### config.mk
export PLATFORM = sky130hd
export DESIGN_NAME = alu_sequencer
export DESIGN_NICKNAME = d
export VERILOG_FILES = /design/src/rtl/alu_sequencer.sv
export SDC_FILE = /design/constraint.sdc
export NUM_CORES = 1
export LEC_CHECK = 0
export CAP_MARGIN = 25
export CORE_ASPECT_RATIO = 1.25
export CORE_UTILIZATION = 47
export CTS_CLUSTER_DIAMETER = 60
export DETAILED_ROUTE_END_ITERATION = 10
export PLACE_DENSITY = 0.83
export SYNTH_ARGS = -nofsm -noshare
export SYNTH_HDL_FRONTEND = slang
export SYNTH_SLANG_ARGS = --single-unit
export TNS_END_PERCENT = 10
### constraint.sdc
create_clock -name clk -period 2.1 [get_ports clk]
set_input_delay 0.315 -clock clk [delete_from_list [all_inputs] [get_ports clk]]
set_output_delay 0.315 -clock clk [all_outputs]
set_load 0.01 [all_outputs]
### src/rtl/alu_sequencer.sv
// alu_sequencer: sequences one command at a time through an external ALU and holds the response
// Ports: clk/rst_n (async active-low); cmd_* command handshake (valid/ready, op1, op2, opcode);
// alu_operator1/2, alu_operation drive the ALU, alu_result/alu_overflow come back;
// rsp_* response handshake (valid/ready, result, overflow, error); op_count counts completed responses.
module alu_sequencer #(
  parameter int SETTLE_CYCLES = 1
) (
  input  logic       clk,
  input  logic       rst_n,
  input  logic       cmd_valid,
  output logic       cmd_ready,
  input  logic [7:0] cmd_op1,
  input  logic [7:0] cmd_op2,
  input  logic [7:0] cmd_opcode,
  output logic [7:0] alu_operator1,
  output logic [7:0] alu_operator2,
  output logic [7:0] alu_operation,
  input  logic [7:0] alu_result,
  input  logic       alu_overflow,
  output logic       rsp_valid,
  input  logic       rsp_ready,
  output logic [7:0] rsp_result,
  output logic       rsp_overflow,
  output logic       rsp_error,
  output logic [7:0] op_count
);
  typedef enum logic [1:0] {IDLE, OPSET, DRIVE, RESP} state_t;
  state_t state, state_nxt;
  logic [3:0] cnt;
  logic [7:0] op1_q, op2_q;
  logic legal, settle_done;
  assign legal = cmd_opcode <= 8'd5;
  assign settle_done = cnt == 4'(SETTLE_CYCLES - 1);
  assign cmd_ready = state == IDLE;
  assign rsp_valid = state == RESP;
  always_comb begin
    state_nxt = state;
    case (state)
      IDLE:  state_nxt = cmd_valid ? (legal ? OPSET : RESP) : IDLE;
      OPSET: state_nxt = DRIVE;
      DRIVE: state_nxt = settle_done ? RESP : DRIVE;
      RESP:  state_nxt = rsp_ready ? IDLE : RESP;
    endcase
  end
  always_ff @(posedge clk or negedge rst_n) begin
    if (!rst_n) begin
      state         <= IDLE;
      cnt           <= '0;
      op1_q         <= '0;
      op2_q         <= '0;
      alu_operator1 <= '0;
      alu_operator2 <= '0;
      alu_operation <= '0;
      rsp_result    <= '0;
      rsp_overflow  <= 1'b0;
      rsp_error     <= 1'b0;
      op_count      <= '0;
    end else begin
      state <= state_nxt;
      case (state)
        IDLE: if (cmd_valid) begin
          op1_q <= cmd_op1;
          op2_q <= cmd_op2;
          if (legal) alu_operation <= cmd_opcode;
          else begin
            // illegal opcodes never touch the ALU; answer with an error at once
            rsp_result   <= '0;
            rsp_overflow <= 1'b0;
            rsp_error    <= 1'b1;
          end
        end
        OPSET: begin
          // operands follow the opcode by one edge so the ALU sees the operation select first
          alu_operator1 <= op1_q;
          alu_operator2 <= op2_q;
          cnt           <= '0;
        end
        DRIVE: begin
          cnt <= cnt + 4'd1;
          if (settle_done) begin
            rsp_result   <= alu_result;
            rsp_overflow <= alu_overflow;
            rsp_error    <= 1'b0;
          end
        end
        RESP: if (rsp_ready) op_count <= op_count + 8'd1;
      endcase
    end
  end
endmodule

## Word level (Yosys, flattened, before mapping)

Cells that the tools add are included.
W data, S select, Z words.

- Register bits after elaboration: 64
- Input port bits: 37
- Output and inout bits: 44
- Word-level logic and storage cells: 46

- $add $sub $neg: 2
- Order comparisons: 1
- Equality and inequality tests: 6
- Mux-type cells: 18
- Reductions and logical operators: 8

Operators with widths:

| kind | count |
|---|---|
| $mux W8 | 3 |
| $pmux W8 S2 | 1 |
| $add A8 B1 Y8 const B | 1 |
| $le A8 B3 Y1 const B | 1 |
| $pmux W2 S4 | 1 |
| $pmux W4 S2 | 1 |
| $mux W1 | 7 |
| $mux W2 | 3 |
| $ne A2 B2 Y1 const B | 3 |
| $add A4 B1 Y4 const B | 1 |
| $eq A2 B2 Y1 const B | 2 |
| $logic_not A4 Y1 | 1 |
| $pmux W1 S2 | 2 |
| $reduce_and A2 Y1 | 2 |
| $reduce_and A4 Y1 | 1 |
| $reduce_bool A2 Y1 | 2 |
| $reduce_and A3 Y1 | 1 |
| $eq A2 B1 Y1 const B | 1 |
| $logic_not A2 Y1 | 1 |

## Logic depth before layout (Yosys ltp)

Gate-level depths: netlist of the first run.

- Word-level depth: 4
- Depth in mapped cells: 7
- Gate-level depth less buffers: 5

## Least setup slack after synthesis of the first run

Ideal clock, no wire load.

- Path kind: flip-flop to flip-flop
- Start point: register state[0]
- End point: register rsp_result[0]
- Setup time: 0.079 ns
- Arrival: 1.511 ns
- Data required time: 2.021 ns
- Slack: 0.510 ns
- Cell stages (with the launch flop): 7
- Path buffers: 1
- Period minus slack after synthesis: 1.590 ns
- Cell sequence: dfrtp_1 inv_1 ha_1 nand2b_1 a221oi_2 buf_6 mux2i_1

- Cells in the longest elaborated chain, start to end: 3
- Elaborated cells between the ends (all ways): 8
- Those cells by class: 4 x eq/ne; 1 x mux; 3 x reduce/logical

Ends and longest elaborated chain:

| element | RTL line | RTL |
|---|---|---|
| from (decl) | 28 | `state_t state, state_nxt;` |
| from (signal assigned) | 59 | `state <= state_nxt;` |
| $logic_not A2 Y1 (*) | - |  |
| net cmd_ready | 11 | `output logic cmd_ready,` |
| $ne A2 B2 Y1 (no line) or $reduce_bool A2 Y1 (tied branches) | - |  |
| $reduce_and A4 Y1 (no line) | - |  |
| to (signal assigned) | 81 | `rsp_result <= alu_result;` |
| to (decl) | 22 | `output logic [7:0] rsp_result,` |

The timed path passes the listed nets; every way through them passes the cells marked *.
A chain may end at the register's enable or synchronous reset.

## Final worst setup path of the first run

- Start point: register state[0]
- End point: output cmd_ready

- Cells in the longest elaborated chain, start to end: 1

Ends and longest elaborated chain:

| element | RTL line | RTL |
|---|---|---|
| $logic_not A2 Y1 | 34 | `assign cmd_ready = state == IDLE;` |
| to (decl) | 11 |  |

Every way passes these cells.

==> results of run 1 <==
-- kinds of logic (layout without fill, tap and decap cells) --
kind of cell	after synthesis	count (layout)	share of synthesized area, %
fa+ha+maj	7	7	3.25
flops	64	64	59.3
compound gates	13	13	3.71
mux	46	46	18.7
buf+inv	24	118	3.80
simple gates	38	38	8.90
xor+xnor	7	7	2.27
-- per-stage QoR --
step / util [%] / instances
6_report: 69.2 / 357
5_1_grt: 69.2 / 357
4_1_cts: 69.1 / 357
3_5_place_dp: 65.4 / 341
3_3_place_gp: 65.4 / 341
2_1_floorplan: - / 199
-- sequential cells by signal, summed over array words and instances (netlist names) --
name,count
alu_operator2,8
alu_operator1,8
state,2
op1_q,8
rsp_result,8
alu_operation,8
rsp_overflow,1
op2_q,8
rsp_error,1
op_count,8
cnt,4
-- what timing repair did --
item | CTS | global route
cloned | 0 | 0
hold endpoints to repair | 24 | 0
hold buffers | 1 | 0
gates resized for setup | 1 | 1
endpoints found under the setup margin | 1 | 1
-- cell usage after synthesis, drive strengths merged, types with 2 or more instances --
cell type | number | area share (%)
dfrtp | 64 | 59
nand3 | 4 | 0.74
mux2 | 36 | 15
o21ai | 3 | 0.56
inv | 17 | 2.4
xnor2 | 6 | 1.9
buf | 5 | 1.2
clkbuf | 2 | 0.28
ha | 7 | 3.2
and3 | 2 | 0.46
nand4 | 6 | 1.6
a211oi | 2 | 1.0
and2 | 6 | 1.6
a21oi | 4 | 0.74
nand2 | 13 | 1.9
mux2i | 10 | 3.7
-- power breakdown --
part / leakage (nW) / switching, W / internal (W)
Clock: 0.0989 / 0.000440 / 0.000568
Sequential: 0.806 / 0.000277 / 0.00172
Combinational: 0.766 / 0.000923 / 0.00128
-- metal layers --
metal | up-vias | share of wire [%]
li1 | 849 | -
met1 | 889 | 42
met2 | 60 | 51
met3 | 14 | 4.5
met4 | 0 | 3.1
met5 | - | 0
-- how the worst max path moves through the flow --
stage                                   endpoint  depth (start not counted)               start  slack [ns]
global route                           cmd_ready                          3  state[0]$_DFF_PN0_        0.06
finish                                 cmd_ready                          3  state[0]$_DFF_PN0_        0.14
global placement    alu_operation[2]$_DFFE_PN0P_                          4       cmd_opcode[7]        0.29
CTS                                    cmd_ready                          3  state[0]$_DFF_PN0_        0.06
floorplan              rsp_result[0]$_DFFE_PN0P_                          6  state[0]$_DFF_PN0_        0.51
detailed placement     rsp_result[7]$_DFFE_PN0P_                          6       cmd_opcode[2]        0.24
-- critical path, delay by kind of cell, from the launching register on --
family                   cells  cell delay (ns)
adder cells (fa/ha/maj)      1             0.21
flip-flops                   1             0.40
buffers and inverters        2             0.70
-- final cells by class --
cell class | count | area, um^2 | share of cell area (%)
Sequential cell | 64 | 1600 | 42.2
Multi-Input combinational cell | 111 | 1010 | 26.5
Timing Repair Buffer | 86 | 856 | 22.6
Clock buffer | 11 | 141 | 3.73
Tap cell | 64 | 80.1 | 2.11
Inverter | 17 | 63.8 | 1.68
Clock inverter | 4 | 45.0 | 1.19
==> results.toml, run 1 <==
[setup_path]
r2r-end = "rsp_result[5]$_DFFE_PN0P_"
arrival_ns = 1.65
cp_cell_sequence = "inv_1, ha_4, clkdlybuf4s50_1"
cp_max_fo = 8
critPathRequiredTime_ns = 1.78
reg2reg_from = "state[0]$_DFF_PN0_"
critPathMaxStageDelay_ns = 0.56
r2r_slack_ns = 0.31
worstSetupEndpointType = "output port"
ff2ff_path_depth = 6
crit_type = "reg2out"
crit_path_top_delay_cell = "clkdlybuf4s50_1"
crit_path_start_kind = "register"

[place]
place_area_mm2 = 0.00359
gp_congestion = 0.738
numPortBuffers = 80
dpl_worst_slack_ns = 0.243
dp_hpwl_um = 3620

[sta]
hold_viol = 0
fin_ws_ns = 0.139
fin_crit_sh_pct = 93.4
finalSetupViolations = 0
finalClockSkew_ns = 0.00844
final.setup.tns_ns = 0
max_freq_mhz = 510
hold_ws_ns = 0.497
rsz0062_at_grt = "false"
drv_slew = 0
period_minus_slack_ns = 1.96
slew-limit-headroom_pct = 60.7
tightest_slew_ns = 0.590

[final_layout]
fillers = 404
nets = 333
mostFrequentLayoutCell = "clkdlybuf4s50_1"
layout-area-overhead-vs-synth_pct = 40.6
mostFrequentLayoutCells = "79 x clkdlybuf4s50_1, 64 x dfrtp_1, 33 x mux2_2, 17 x inv_1, 12 x nand2_1"
drive_above_1_share_pct = 22.2
design_area_mm2 = 0.00379
diodes = 0

[logic_synthesis]
async_flop_share_pct = 100
synth_cell_types = 34
avgSynthCellArea_um2 = 13.6
syn_nets = 243
synthCells = 199
synth_edf_count = 0
yosys_warnings = 0
yosysSeqAreaShare_pct = 59.3
synth-seq-cells = 64
syn_area_mm2 = 0.00270
dominantRegCellSynth = "dfrtp_1"

[min_path]
hold_path_class = "reg2reg"
hold_end = "alu_operation[2]$_DFFE_PN0P_"
hold_depth = 1
hp-start = "alu_operation[2]$_DFFE_PN0P_"

[clocking]
cts_inserted_buffers = 9
cts_sinks = 64
clk_latency_ns = 0.34
clockRootBuffer = "clkbuf_8"
clockBufferDepth = 2
cts_tree = "yes"
cts_max_level = 3
post_cts_buffers = 0
clkTransAtPathRegs_ns = 0.07

[run_status]
outcome = "completed"

[floorplanning]
start_util_pct = 49.2
die_w_um = 69.8
rows = 30
die_area_mm2 = 0.00605
io_pins = 81
core_area_mm2 = 0.00548
die_y_um = 86.7

[run]
drv_cap = 0

[detailed_routing]
drc_errors = 0
drt_pass1_iterations = 4
viasPerCell = 5.08
route.vias.total = 1812
wl_per_cell_um = 14.6
antenna_left = 0
drtIter0Drc = 57
wl_um = 5220

[power_and_ir_drop]
power_w = 0.00521
p_leak_nw = 1.67
powerDensity_mw_per_mm2 = 1370
peakVddDrop_v = 0.000787

[grt]
grt_pass1_vias = 1934
grt_use_met3_pct = 3.95
grt_usage_pct = 19.1
grt.busiest_layer = "met2"
grt_use_met1_pct = 22.4
overflow = 0
grt_util_met2_pct = 31.9
grt_max_degree = 41
antenna_found_initial = 0
grt_pass1_wl_um = 8780
Note: power is estimated with default switching activity, not from simulation.
==> run 2, diff against run 1 <==
--- a/config.mk
+++ b/config.mk
@@ -11,6 +11,7 @@
 export CTS_CLUSTER_DIAMETER = 60
 export DETAILED_ROUTE_END_ITERATION = 10
 export PLACE_DENSITY = 0.83
+export SLEW_MARGIN = 20
 export SYNTH_ARGS = -nofsm -noshare
 export SYNTH_HDL_FRONTEND = slang
 export SYNTH_SLANG_ARGS = --single-unit
==> results of run 2 <==
No change in the layout: final DEF, timing and power equal those of run 1.
==> run 3, diff against run 2 <==
--- a/config.mk
+++ b/config.mk
@@ -7,10 +7,11 @@
 export LEC_CHECK = 0
 export CAP_MARGIN = 25
 export CORE_ASPECT_RATIO = 1.25
-export CORE_UTILIZATION = 47
+export CORE_MARGIN = 3
+export CORE_UTILIZATION = 50
 export CTS_CLUSTER_DIAMETER = 60
 export DETAILED_ROUTE_END_ITERATION = 10
-export PLACE_DENSITY = 0.83
+export PLACE_DENSITY = 0.87
 export SLEW_MARGIN = 20
 export SYNTH_ARGS = -nofsm -noshare
 export SYNTH_HDL_FRONTEND = slang
==> constraint.sdc (replaced) <==
create_clock -name clk -period 2.5 [get_ports clk]
set_input_delay 0.375 -clock clk [delete_from_list [all_inputs] [get_ports clk]]
set_output_delay 0.375 -clock clk [all_outputs]
set_load 0.01 [all_outputs]
==> results.toml, run 3 (synthesized netlist as in run 1, its figures left out) <==
[floorplanning]
start_util_pct = 52.4
core_area_mm2 = 0.00515
die_y_um = 88.1
rows = 29
io_pins = 81
die_area_mm2 = 0.00632
die_w_um = 71.7

[clocking]
post_cts_buffers = 0
cts_sinks = 64
cts_max_level = 3
clockBufferDepth = 2
cts_resized = 0
clk_latency_ns = 0.33
cts_inserted_buffers = 9
cts_tree = "yes"
clkTransAtPathRegs_ns = 0.07
clockRootBuffer = "clkbuf_8"
ctsHoldBuffers = 0

[sta]
period_minus_slack_ns = 2.17
final.setup.tns_ns = 0
slew-limit-headroom_pct = 61.7
tightest_slew_ns = 0.574
fin_ws_ns = 0.330
hold_ws_ns = 0.0310
finalSetupViolations = 0
hold_viol = 0
fin_crit_sh_pct = 86.8
max_freq_mhz = 461
drv_slew = 0
rsz0062_at_grt = "false"
finalClockSkew_ns = 0.00802

[place]
dp_hpwl_um = 3600
gp_congestion = 0.731
place_area_mm2 = 0.00357
dpl_worst_slack_ns = 0.487
numPortBuffers = 80

[final_layout]
mostFrequentLayoutCell = "clkdlybuf4s50_1"
multi_input_area_um2 = 995
regArea_mm2 = 0.00160
drive_above_1_share_pct = 21.6
design_area_mm2 = 0.00378
nets = 330
diodes = 0
mostFrequentLayoutCells = "79 x clkdlybuf4s50_1, 64 x dfrtp_1, 33 x mux2_2, 17 x inv_1, 12 x nand2_1"
fillers = 351
layout-area-overhead-vs-synth_pct = 40.1

[power_and_ir_drop]
peakVddDrop_v = 0.000882
p_leak_nw = 1.67
power_w = 0.00440
powerDensity_mw_per_mm2 = 1170

[grt]
grt_pass1_vias = 2010
grt_pass1_wl_um = 8670
grt_usage_pct = 17.7
antenna_found_initial = 0
overflow = 0
grt_max_degree = 40

[setup_path]
crit_path_start_kind = "register"
critPathRequiredTime_ns = 2.12
arrival_ns = 1.80
cp_max_fo = 8
crit_type = "reg2out"
worstSetupEndpointType = "output port"

[run_status]
outcome = "completed"

[detailed_routing]
drtIter0Drc = 52
antenna_left = 0
route.vias.total = 1812
wl_um = 5120
drc_errors = 0
viasPerCell = 5.13
wl_per_cell_um = 14.5
drt_pass1_iterations = 4

[min_path]
hold_path_class = "in2async"

[run]
drv_cap = 0
run 3: cell count changes in the layout (fill, tap and decap cells not counted):
cell and delta:
clkbuf_8 -1, ha_4 -1, buf_4 -2, clkinv_4 +1
dlygate4sd3_1 -1, bufinv_16 +1, ha_1 +1
run 3: metal layers:
layer	part of all wire [%]	track usage [%]	up-vias
met5	0	0	-
met4	2.4	10.3	0
met2	51	30.1	56
met3	4.7	3.56	11
met1	42	20.6	896
li1	-	-	849
run 3: worst paths after layout:
check / endpoint / slack [ns] / start / cells after the start
worst max-delay path: cmd_ready / 0.33 / state[1]$_DFF_PN0_ / 3
worst min-delay path: alu_operator1[0]$_DFFE_PN0P_ / 0.03 / rst_n / 1
worst max register to register: rsp_result[6]$_DFFE_PN0P_ / 0.49 / state[0]$_DFF_PN0_ / 6
worst min register to register: op_count[7]$_DFFE_PN0P_ / 0.48 / op_count[7]$_DFFE_PN0P_ / 1
max in group asynchronous: cnt[1]$_DFFE_PN0P_ / 1.85 / rst_n / 2
min in group clk: op_count[7]$_DFFE_PN0P_ / 0.48 / op_count[7]$_DFFE_PN0P_ / 1
run 3: worst max-delay path, stage by stage (launching register included):
cell and delay (ns):
dfrtp_1 0.40, inv_1 0.09, ha_1 0.36, clkdlybuf4s50_1 0.61
run 3: layout make-up:
class | instances | area share, %
clock buffer | 10 | 3.38
clock inverter | 6 | 2.22
inverter | 17 | 1.69
multi-input combinational | 111 | 26.3
sequential | 64 | 42.4
tap | 62 | 2.05
timing repair buffer | 83 | 22.0
run 3: report_power, final:
group          switching [W]  total (W)  internal [W]
clock               0.000386   0.000944      0.000558
combinational       0.000746    0.00178       0.00104
sequential          0.000235    0.00168       0.00144
run 3: per-stage QoR:
step	instances	utilization, %
3_3_place_gp	337	69.3
5_1_grt	353	73.4
6_report	353	73.4
3_5_place_dp	337	69.3
4_1_cts	353	73.4
2_1_floorplan	199	-
